<file path="src/rtl/mem_arbiter.sv">
// mem_arbiter: sequences a single-port unified RAM shared by instruction fetch (IF) and
// load/store (MEM). One transaction at a time, MEM priority, IF forced in after STARVE_MAX MEM grants.
module mem_arbiter #(
    parameter int ADDR_W     = 5,
    parameter int RD_LAT     = 2,
    parameter int STARVE_MAX = 3
) (
    input  logic              Clock,
    input  logic              Resetn,
    input  logic              if_req,
    input  logic [ADDR_W-1:0] if_addr,
    output logic [31:0]       if_rdata,
    output logic              if_ready,
    input  logic              mem_req,
    input  logic              mem_we,
    input  logic [ADDR_W-1:0] mem_addr,
    input  logic [31:0]       mem_wdata,
    output logic [31:0]       mem_rdata,
    output logic              mem_ready,
    output logic              stall_if,
    output logic              stall_mem,
    output logic              ram_en,
    output logic              ram_we,
    output logic [ADDR_W-1:0] ram_addr,
    output logic [31:0]       ram_wdata,
    input  logic [31:0]       ram_rdata
);
    typedef enum logic [1:0] {
        IDLE  = 2'd0,
        ISSUE = 2'd1,
        WAIT  = 2'd2,
        RESP  = 2'd3
    } state_t;

    localparam logic [3:0] WAIT_INIT  = 4'(RD_LAT - 1);
    localparam logic [3:0] STARVE_SAT = 4'(STARVE_MAX);

    state_t            r_state;
    logic              r_owner_if;
    logic              r_en;
    logic              r_we;
    logic [ADDR_W-1:0] r_addr;
    logic [31:0]       r_wdata;
    logic [31:0]       r_if_rdata;
    logic [31:0]       r_mem_rdata;
    logic              r_if_ready;
    logic              r_mem_ready;
    logic [3:0]        r_wait_cnt;
    logic [3:0]        r_starve;
    logic              w_any_req;
    logic              w_grant_if;

    assign w_any_req = if_req | mem_req;

    // MEM wins unless IF has already been passed over STARVE_MAX times in a row.
    always_comb begin
        if (mem_req && !(if_req && (r_starve == STARVE_SAT))) begin
            w_grant_if = 1'b0;
        end else begin
            w_grant_if = if_req;
        end
    end

    // Transaction sequencer: IDLE -> ISSUE -> (WAIT) -> RESP, all outputs registered.
    always_ff @(posedge Clock or posedge Resetn) begin
        if (Resetn) begin
            r_state     <= IDLE;
            r_owner_if  <= 1'b0;
            r_en        <= 1'b0;
            r_we        <= 1'b0;
            r_addr      <= '0;
            r_wdata     <= 32'd0;
            r_if_rdata  <= 32'd0;
            r_mem_rdata <= 32'd0;
            r_if_ready  <= 1'b0;
            r_mem_ready <= 1'b0;
            r_wait_cnt  <= 4'd0;
            r_starve    <= 4'd0;
        end else begin
            case (r_state)
                IDLE: begin
                    if (w_any_req) begin
                        r_owner_if <= w_grant_if;
                        r_en       <= 1'b1;
                        r_state    <= ISSUE;
                        if (w_grant_if) begin
                            r_we     <= 1'b0;
                            r_addr   <= if_addr;
                            r_wdata  <= 32'd0;
                            r_starve <= 4'd0;
                        end else begin
                            r_we    <= mem_we;
                            r_addr  <= mem_addr;
                            r_wdata <= mem_wdata;
                            if (if_req && (r_starve != STARVE_SAT)) begin
                                r_starve <= r_starve + 4'd1;
                            end
                        end
                    end
                end
                ISSUE: begin
                    r_en <= 1'b0;
                    if (r_we) begin
                        r_if_ready  <= r_owner_if;
                        r_mem_ready <= ~r_owner_if;
                        r_state     <= RESP;
                    end else begin
                        r_wait_cnt <= WAIT_INIT;
                        r_state    <= WAIT;
                    end
                end
                WAIT: begin
                    // Counter hits zero in exactly the cycle ram_rdata is valid.
                    if (r_wait_cnt == 4'd0) begin
                        if (r_owner_if) begin
                            r_if_rdata <= ram_rdata;
                        end else begin
                            r_mem_rdata <= ram_rdata;
                        end
                        r_if_ready  <= r_owner_if;
                        r_mem_ready <= ~r_owner_if;
                        r_state     <= RESP;
                    end else begin
                        r_wait_cnt <= r_wait_cnt - 4'd1;
                    end
                end
                RESP: begin
                    r_if_ready  <= 1'b0;
                    r_mem_ready <= 1'b0;
                    r_state     <= IDLE;
                end
                default: begin
                    r_en        <= 1'b0;
                    r_if_ready  <= 1'b0;
                    r_mem_ready <= 1'b0;
                    r_state     <= IDLE;
                end
            endcase
        end
    end

    assign ram_en    = r_en;
    assign ram_we    = r_we;
    assign ram_addr  = r_addr;
    assign ram_wdata = r_wdata;
    assign if_rdata  = r_if_rdata;
    assign if_ready  = r_if_ready;
    assign mem_rdata = r_mem_rdata;
    assign mem_ready = r_mem_ready;
    assign stall_if  = if_req & ~r_if_ready;
    assign stall_mem = mem_req & ~r_mem_ready;
endmodule

</file>
<file path="config.mk">
export PLATFORM = sky130hd
export DESIGN_NAME = mem_arbiter
export DESIGN_NICKNAME = d
export VERILOG_FILES = /design/src/rtl/mem_arbiter.sv
export SDC_FILE = /design/constraint.sdc
export NUM_CORES = 1
export LEC_CHECK = 0
export CAP_MARGIN = 20
export CORE_MARGIN = 2
export CORE_UTILIZATION = 47
export DETAILED_ROUTE_END_ITERATION = 8
export HOLD_SLACK_MARGIN = 0.06
export PLACE_DENSITY = 0.83
export SYNTH_ARGS = -nofsm -noshare
export SYNTH_HDL_FRONTEND = slang
export SYNTH_SLANG_ARGS = --single-unit
</file>
<file path="constraint.sdc">
create_clock -name Clock -period 7.99 [get_ports Clock]
set_input_delay 0.799 -clock Clock [delete_from_list [all_inputs] [get_ports Clock]]
set_output_delay 0.799 -clock Clock [all_outputs]
set_load 0.01 [all_outputs]
</file>
Yosys cells after proc, flatten, opt, wreduce, memory -nomap -nowiden
Cells that the tools add are included.

cells by class
  reduce and logical (&&, ||, !) cells = 18
  shifts and indexed selects = 0
  div/mod/pow operators = 0
  muxes and demuxes = 21
  $lt $le $gt $ge = 0
  multipliers = 0
  bitwise gates (word level) = 6
  $add $sub $neg = 2
  equal/unequal tests = 10

operators with widths
  operator               number
  $mux W32               1
  $mux W4                4
  $reduce_and A3 Y1      5
  $ne A2 B2 Y1 const B   5
  $mux W1                8
  $pmux W2 S4            1
  $pmux W4 S2            1
  $pmux W1 S3            2
  $reduce_and A2 Y1      3
  $reduce_bool A2 Y1     3
  $mux W5                1
  $add A4 B1 Y4 const B  1
  $eq A2 B2 Y1 const B   2
  $eq A4 B2 Y1 const B   1
  $logic_not A4 Y1       1
  $mux W2                2
  $ne A4 B2 Y1 const B   1
  $sub A4 B1 Y4 const B  1
  $logic_and A1 B1 Y1    3
  $not A1 Y1             3
  $reduce_bool A3 Y1     1
  $and A1 B1 Y1          2
  $eq A2 B1 Y1 const B   1
  $logic_not A2 Y1       1
  3 further kinds        3

storage, ports and cells
  bits in read-only memories = 0
  latch bits = 0
  word-level logic and storage cells = 69
  bits in registers = 116
  memories = 0
  output and inout bits = 107
  bits of input ports = 79
  memory bits (writable) = 0

Logic depth before layout (Yosys ltp)
Gate-level depths: netlist of run 1.

  word-level depth = 7
  depth in mapped cells = 7
  gate-level depth less buffers = 6

Least setup slack after synthesis of run 1
No wires, ideal clock.

  path kind = input -> output
  from = in if_req
  to = out stall_if
  setup slack = 5.921 ns
  cell stages on the path = 2
  arrival time = 1.270 ns
  buffers on the path = 1
  path through = clkbuf_1 > nor2b_1

on the way
  cells in the longest elaborated chain, start to end = 1

RTL lines
  element             line  text
  start: declaration  10    input logic if_req,
  $and A1 B1 Y1       150   assign stall_if = if_req & ~r_if_ready;
  end: declaration    20    output logic stall_if,

No other way between the ends.

Final worst setup path of run 1
Same ends and word-level chain as after synthesis.

==> results of run 1 <==
[routing by layer]
metal	track usage, %	share of wire, %	wire length (um)	up-vias
li1	-	-	-	1580
met1	26.5	40	4730	1672
met2	35.7	48	5700	172
met3	8.20	9.5	1110	23
met4	9.51	1.8	206	0
met5	0	0	0	-
[power by group through the flow]
stage / clock network [uW] / logic [uW] / registers (uW)
5_1_grt: 852 / 1310 / 1060
2_1_floorplan: 0 / 450 / 1120
4_1_cts: 820 / 1230 / 1030
3_5_place_dp: 0 / 1220 / 1030
6_report: 809 / 1220 / 1030
3_3_place_gp: 0 / 1180 / 1020
[final timing paths]
path / from / endpoint / slack (ns) / depth (start not counted)
worst max-delay path: if_req / stall_if / 5.00 / 3
worst min-delay path: mem_rdata[29] / mem_rdata[29] / 0.49 / 1
worst max register to register: r_wait_cnt[0] / if_rdata[25] / 5.47 / 5
worst min register to register: mem_rdata[29] / mem_rdata[29] / 0.49 / 1
max in group asynchronous: Resetn / if_rdata[27] / 5.99 / 3
min in group asynchronous: Resetn / if_rdata[28] / 0.73 / 2
[kinds of logic after synthesis]
| family | after synthesis | synth area share (%) |
|---|---|---|
| AO/OA/AOI/OAI | 64 | 10.2 |
| adder cells (fa/ha/maj) | 7 | 1.89 |
| buffers and inverters | 25 | 2.59 |
| flip-flops | 116 | 62.5 |
| multiplexers | 73 | 17.6 |
| AND/OR/NAND/NOR | 46 | 5.18 |
[through the flow]
step / area (um^2) / total power [uW] / worst slack, ns / std cells
floorplan: 4640 / 1570 / 4.12 / 331
global placement: 6600 / 2200 / 5.04 / 634
detailed placement: 6600 / 2250 / 5.02 / 634
CTS: 7240 / 3080 / 5.01 / 665
global route: 7240 / 3220 / 4.96 / 665
finish: 7240 / 3050 / 5.00 / 665
[final cells by class]
cell class              count  area [um^2]  area share, %
well taps                 133          166           2.30
clock inverters             7          141           1.95
inverters                   7         28.8          0.397
clock buffers              24          500           6.91
repair buffers            188         1870           25.9
flip-flops and latches    116         2900           40.1
multi-input cells         190         1630           22.5
[sequential cells by signal (all words and copies together), names as in the netlist]
name	cells
if_rdata	32
mem_rdata	32
ram_wdata	32
ram_addr	5
r_starve	4
r_wait_cnt	4
r_state	2
if_ready	1
mem_ready	1
r_owner_if	1
ram_en	1
ram_we	1
[cells in the final DEF, fill, tap and decap left out, drive strengths merged]
master and instances:
mux2 68, o211ai 1, clkinvlp 1, nand3 4, nor2 16, a21o 2, o31a 1, o22a 1
dfrtp 116, o311ai 1, nand2 9, nor2b 4, nand2b 1, nor3b 2, ha 7, a32o 1
nor3 7, o21ai 10, buf 3, a22o 33, clkbuf 24, clkinv 1, a22oi 1, inv 8
mux2i 5, a21oi 11, o21a 2, bufinv 4, nand4b 1, nand4 1, and2 1, clkdlybuf4s50 185
==> flow_metrics.py, run 1 <==
metrics = {
    "logic_synthesis": {
        "netlist.area_leader.share_pct": 62.5,
        "yosys_warnings": 0,
        "async_reset_ff_share_pct": 100,
        "synthCells": 331,
        "synth_edf_count": 0,
        "synth_common_cells": "dfrtp_1, mux2_2, a22o_1",
        "syn_area_mm2": 0.00464,
        "synth_nets": 417,
        "synth_largest_area_cell": "dfrtp_1",
        "synth_cell_types": 34,
        "yosysSeqAreaShare_pct": 62.5,
        "ys_ff_latch": 116,
        "synth.most_common_cell": "dfrtp_1",
        "synthTopCellsByArea": "dfrtp_1, mux2_2, a22o_1",
        "synth_ff_type": "dfrtp_1",
        "postSynthAreaPerCell_um2": 14.0,
    },
    "timing": {
        "slew_viol_final": 0,
        "worst_pin_slew_ns": 0.930,
        "whs_ns": 0.495,
        "finalCriticalPeriod_ns": 2.99,
        "hold_viol": 0,
        "rsz0062_at_grt": "false",
        "fmax_mhz": 334,
        "finalSetupViolations": 0,
        "finClkSkew_ns": 0.00919,
        "finalCritPeriodShare_pct": 37.5,
        "max_slew_margin_pct": 37.8,
        "fin_tns_setup_ns": 0,
    },
    "setup_path": {
        "path_max_fanout": 9,
        "slowest_stage": "clkdlybuf4s50_1",
        "worstSetupStartpointType": "input pin",
        "slowest_delay_ns": 0.67,
        "path_buf_inv": 2,
        "crit_family": "buffers and inverters",
        "crit_path_end_kind": "output pin",
        "crit_type": "in -> out",
        "worst_ep_required_time_ns": 7.19,
        "crit_chain": "clkdlybuf4s50_1 > nor2b_1 > clkdlybuf4s50_1",
        "crit_path_frequent_cell": "clkdlybuf4s50_1",
        "worstPathArrival_ns": 2.19,
    },
    "status": {
        "status": "complete, no violations",
    },
    "routing": {
        "drtIter0Drc": 109,
        "via_count": 3447,
        "drt_pass1_iterations": 4,
        "via_per_inst": 5.18,
        "wl_per_cell_um": 17.7,
        "wirelength_mm": 11.8,
        "drc": 0,
        "postRouteAntennaNets": 0,
    },
    "power": {
        "p_per_area_mw_per_mm2": 422,
        "power.share.switching_pct": 29.8,
        "max-vdd-ir-drop_v": 0.000200,
        "p_comb_share_pct": 39.8,
        "p_leak_uw": 0.00310,
        "seq_power_share_pct": 33.7,
        "pwr-share-clk_pct": 26.5,
        "internal-power_uw": 2140,
        "power.switching_uw": 909,
    },
    "cells_and_area": {
        "fillCellCount": 623,
        "drive_gt1_share_pct": 19.5,
        "area_growth_pct": 56.0,
        "nets": 606,
        "diodes": 0,
        "fin_util_pct": 74.8,
    },
    "die": {
        "design.core.area_mm2": 0.00968,
        "dieArea_mm2": 0.0107,
        "die_w_um": 103,
        "rows": 36,
        "start_util_pct": 47.9,
        "die_h_um": 103,
        "pin_count": 186,
    },
    "placement": {
        "io_buffers": 185,
        "dpl.hpwl_mm": 8.14,
        "place.gp.congestion": 0.831,
    },
    "clocking": {
        "postCtsHoldBufs": 0,
        "cts-resized-gates": 0,
        "worstSkewPairLatency_ns": 0.51,
        "cts-htree-levels": 4,
        "cts_setup_buffers": 0,
        "clock-root-buffer": "clkbuf_8",
        "cts.sinks": 116,
        "cts-buffers-inserted": 17,
        "cts_tree": "built",
        "clk_path_buf_depth": 2,
        "cts.clk_slew.worst_paths_ns": 0.05,
    },
    "grt": {
        "globalRouteTotalUtil_pct": 22.0,
        "grt_pass1_wl_mm": 17.5,
        "antenna_found_initial": 0,
        "grt_pass1_vias": 3477,
        "overflow": 0,
        "grt_max_degree": 68,
    },
    "run": {
        "maxCapViolations": 0,
    },
    "hold_path": {
        "hold_class": "reg -> reg",
    },
}
(Power assumes the default switching activity.)
==> run 2, diff against run 1 <==
CORE_UTILIZATION = 39   (was 47)
PLACE_DENSITY = 0.73   (was 0.83)
clock period = 2.6 ns   (was 7.99 ns; I/O delays follow)
==> flow_metrics.py, run 2 (synthesis gave the netlist of run 1 again) <==
metrics = {
    "grt": {
        "grt.busiest_layer": "met2",
        "grt_pass1_vias": 3555,
        "grtUsageMet2_pct": 26.6,
        "overflow": 0,
        "grt_max_degree": 117,
        "globalRouteTotalUtil_pct": 17.5,
        "grtUsageMet1_pct": 22.3,
        "antenna_found_initial": 0,
        "grt_pass1_wl_mm": 17.5,
        "use_met3_pct": 6.70,
    },
    "placement": {
        "place.gp.congestion": 0.772,
        "dpl.hpwl_mm": 7.38,
        "io_buffers": 185,
    },
    "routing": {
        "wl_per_cell_um": 15.9,
        "wirelength_mm": 10.8,
        "via_count": 3379,
        "postRouteAntennaNets": 0,
        "drt_pass1_iterations": 6,
        "drc": 15,
        "drtIter0Drc": 137,
        "via_per_inst": 4.97,
    },
    "setup_path": {
        "r2r-start": "r_wait_cnt[0]",
        "path_buf_inv": 2,
        "r2r_cells": 7,
        "r2r_setup_slack_ns": 0.51,
        "rr_endpoint": "mem_rdata[14]",
        "path_max_fanout": 32,
        "worst_ep_required_time_ns": 2.88,
        "crit_chain": "inv_1 > ha_1 > nor3b_4 > nand2_1 > nor2_4 > buf_12 > mux2_2",
        "crit_path_end_kind": "register",
        "crit_type": "reg -> reg",
        "worstPathArrival_ns": 2.37,
        "slowest_stage": "nor3b_4",
        "slowest_delay_ns": 0.38,
        "crit_family": "simple AND/OR/NAND/NOR gates",
        "worstSetupStartpointType": "register",
    },
    "run": {
        "maxCapViolations": 0,
    },
    "timing": {
        "finalCriticalPeriod_ns": 2.09,
        "whs_ns": 0.383,
        "finalSetupViolations": 0,
        "max_slew_margin_pct": 52.5,
        "rsz0062_at_grt": "false",
        "slew_viol_final": 0,
        "fin_tns_setup_ns": 0,
        "finalCritPeriodShare_pct": 80.3,
        "finClkSkew_ns": 0.0106,
        "worst_pin_slew_ns": 0.711,
        "fmax_mhz": 479,
        "hold_viol": 0,
    },
    "clocking": {
        "clock-root-buffer": "clkbuf_16",
        "cts-buffers-inserted": 17,
        "worstSkewPairLatency_ns": 0.40,
        "postCtsHoldBufs": 0,
        "cts-htree-levels": 4,
        "cts.sinks": 116,
        "cts_setup_buffers": 0,
        "cts_tree": "built",
        "clk_path_buf_depth": 2,
        "cts.clk_slew.worst_paths_ns": 0.06,
        "cts-resized-gates": 0,
    },
    "cells_and_area": {
        "final_cell_mix": "clkdlybuf4s50_1, dfrtp_1, mux2_2, a22o_1, clkbuf_16",
        "nets": 610,
        "diodes": 0,
        "area_growth_pct": 58.4,
        "final_common_cell": "clkdlybuf4s50_1",
        "drive_gt1_share_pct": 20.5,
    },
    "status": {
        "status": "finished, violations left",
        "violations": "design-rule violations",
    },
    "die": {
        "pin_count": 186,
        "rows": 39,
        "start_util_pct": 40.3,
        "die_w_um": 113,
        "dieArea_mm2": 0.0128,
        "design.core.area_mm2": 0.0115,
        "die_h_um": 113,
    },
    "power": {
        "p_per_area_mw_per_mm2": 1290,
        "p_leak_uw": 0.00314,
        "max-vdd-ir-drop_v": 0.000616,
    },
    "hold_path": {
        "hold_class": "in -> async",
    },
}
run 2: cell count changes in the layout (fill, tap and decap cells not counted):
cell,change
inv_6,+1
inv_4,-1
clkinv_4,+5
clkbuf_1,-1
buf_8,+1
clkbuf_8,-7
buf_4,+1
clkbuf_16,+1
bufinv_16,+2
buf_12,+2
clkinvlp_4,+1
run 2: worst max path at each step:
| stage | from | end | cells after the start | slack [ns] |
|---|---|---|---|---|
| global route | r_wait_cnt[0] | mem_rdata[16] | 7 | 0.34 |
| CTS | r_wait_cnt[0] | mem_ready | 6 | 0.49 |
| finish | r_wait_cnt[0] | mem_rdata[14] | 7 | 0.51 |
| global placement | mem_req | ram_wdata[13] | 4 | 0.43 |
| detailed placement | mem_req | ram_wdata[18] | 4 | 0.36 |
| floorplan | r_wait_cnt[0] | mem_rdata[20] | 7 | 0.74 |
run 2: layout make-up:
class | instances | area (um^2)
clock buffer | 17 | 425
multi-input combinational | 190 | 1630
clock inverter | 15 | 254
tap | 143 | 179
timing repair buffer | 192 | 1940
inverter | 7 | 30.0
fill | 870 | 4160
sequential | 116 | 2900
run 2: where the power goes:
group | switching [uW] | internal [uW]
logic | 1440 | 2270
clock network | 845 | 1810
registers | 489 | 2640
run 2: metrics by stage:
stage / setup slack, ns / cell area, um^2 / utilization (%) / power [uW] / instances
after global placement: 0.431 / 6660 / 57.8 / 6770 / 647
after detailed placement: 0.363 / 6660 / 57.8 / 6880 / 647
after CTS: 0.488 / 7340 / 63.7 / 9590 / 679
final: 0.511 / 7350 / 63.9 / 9490 / 680
after global routing: 0.344 / 7350 / 63.9 / 10000 / 680
after floorplan: 0.737 / 4650 / - / 4840 / 331
run 2: tightest hold or removal path, cell delays in order:
cell and delay (ns):
clkdlybuf4s50_1 0.45, clkinvlp_4 0.10, buf_12 0.43
run 2: layer usage:
metal,vias up,share of wire (%)
met3,13,9.8
li1,1590,-
met5,-,0
met4,0,1.9
met2,157,44
met1,1619,44
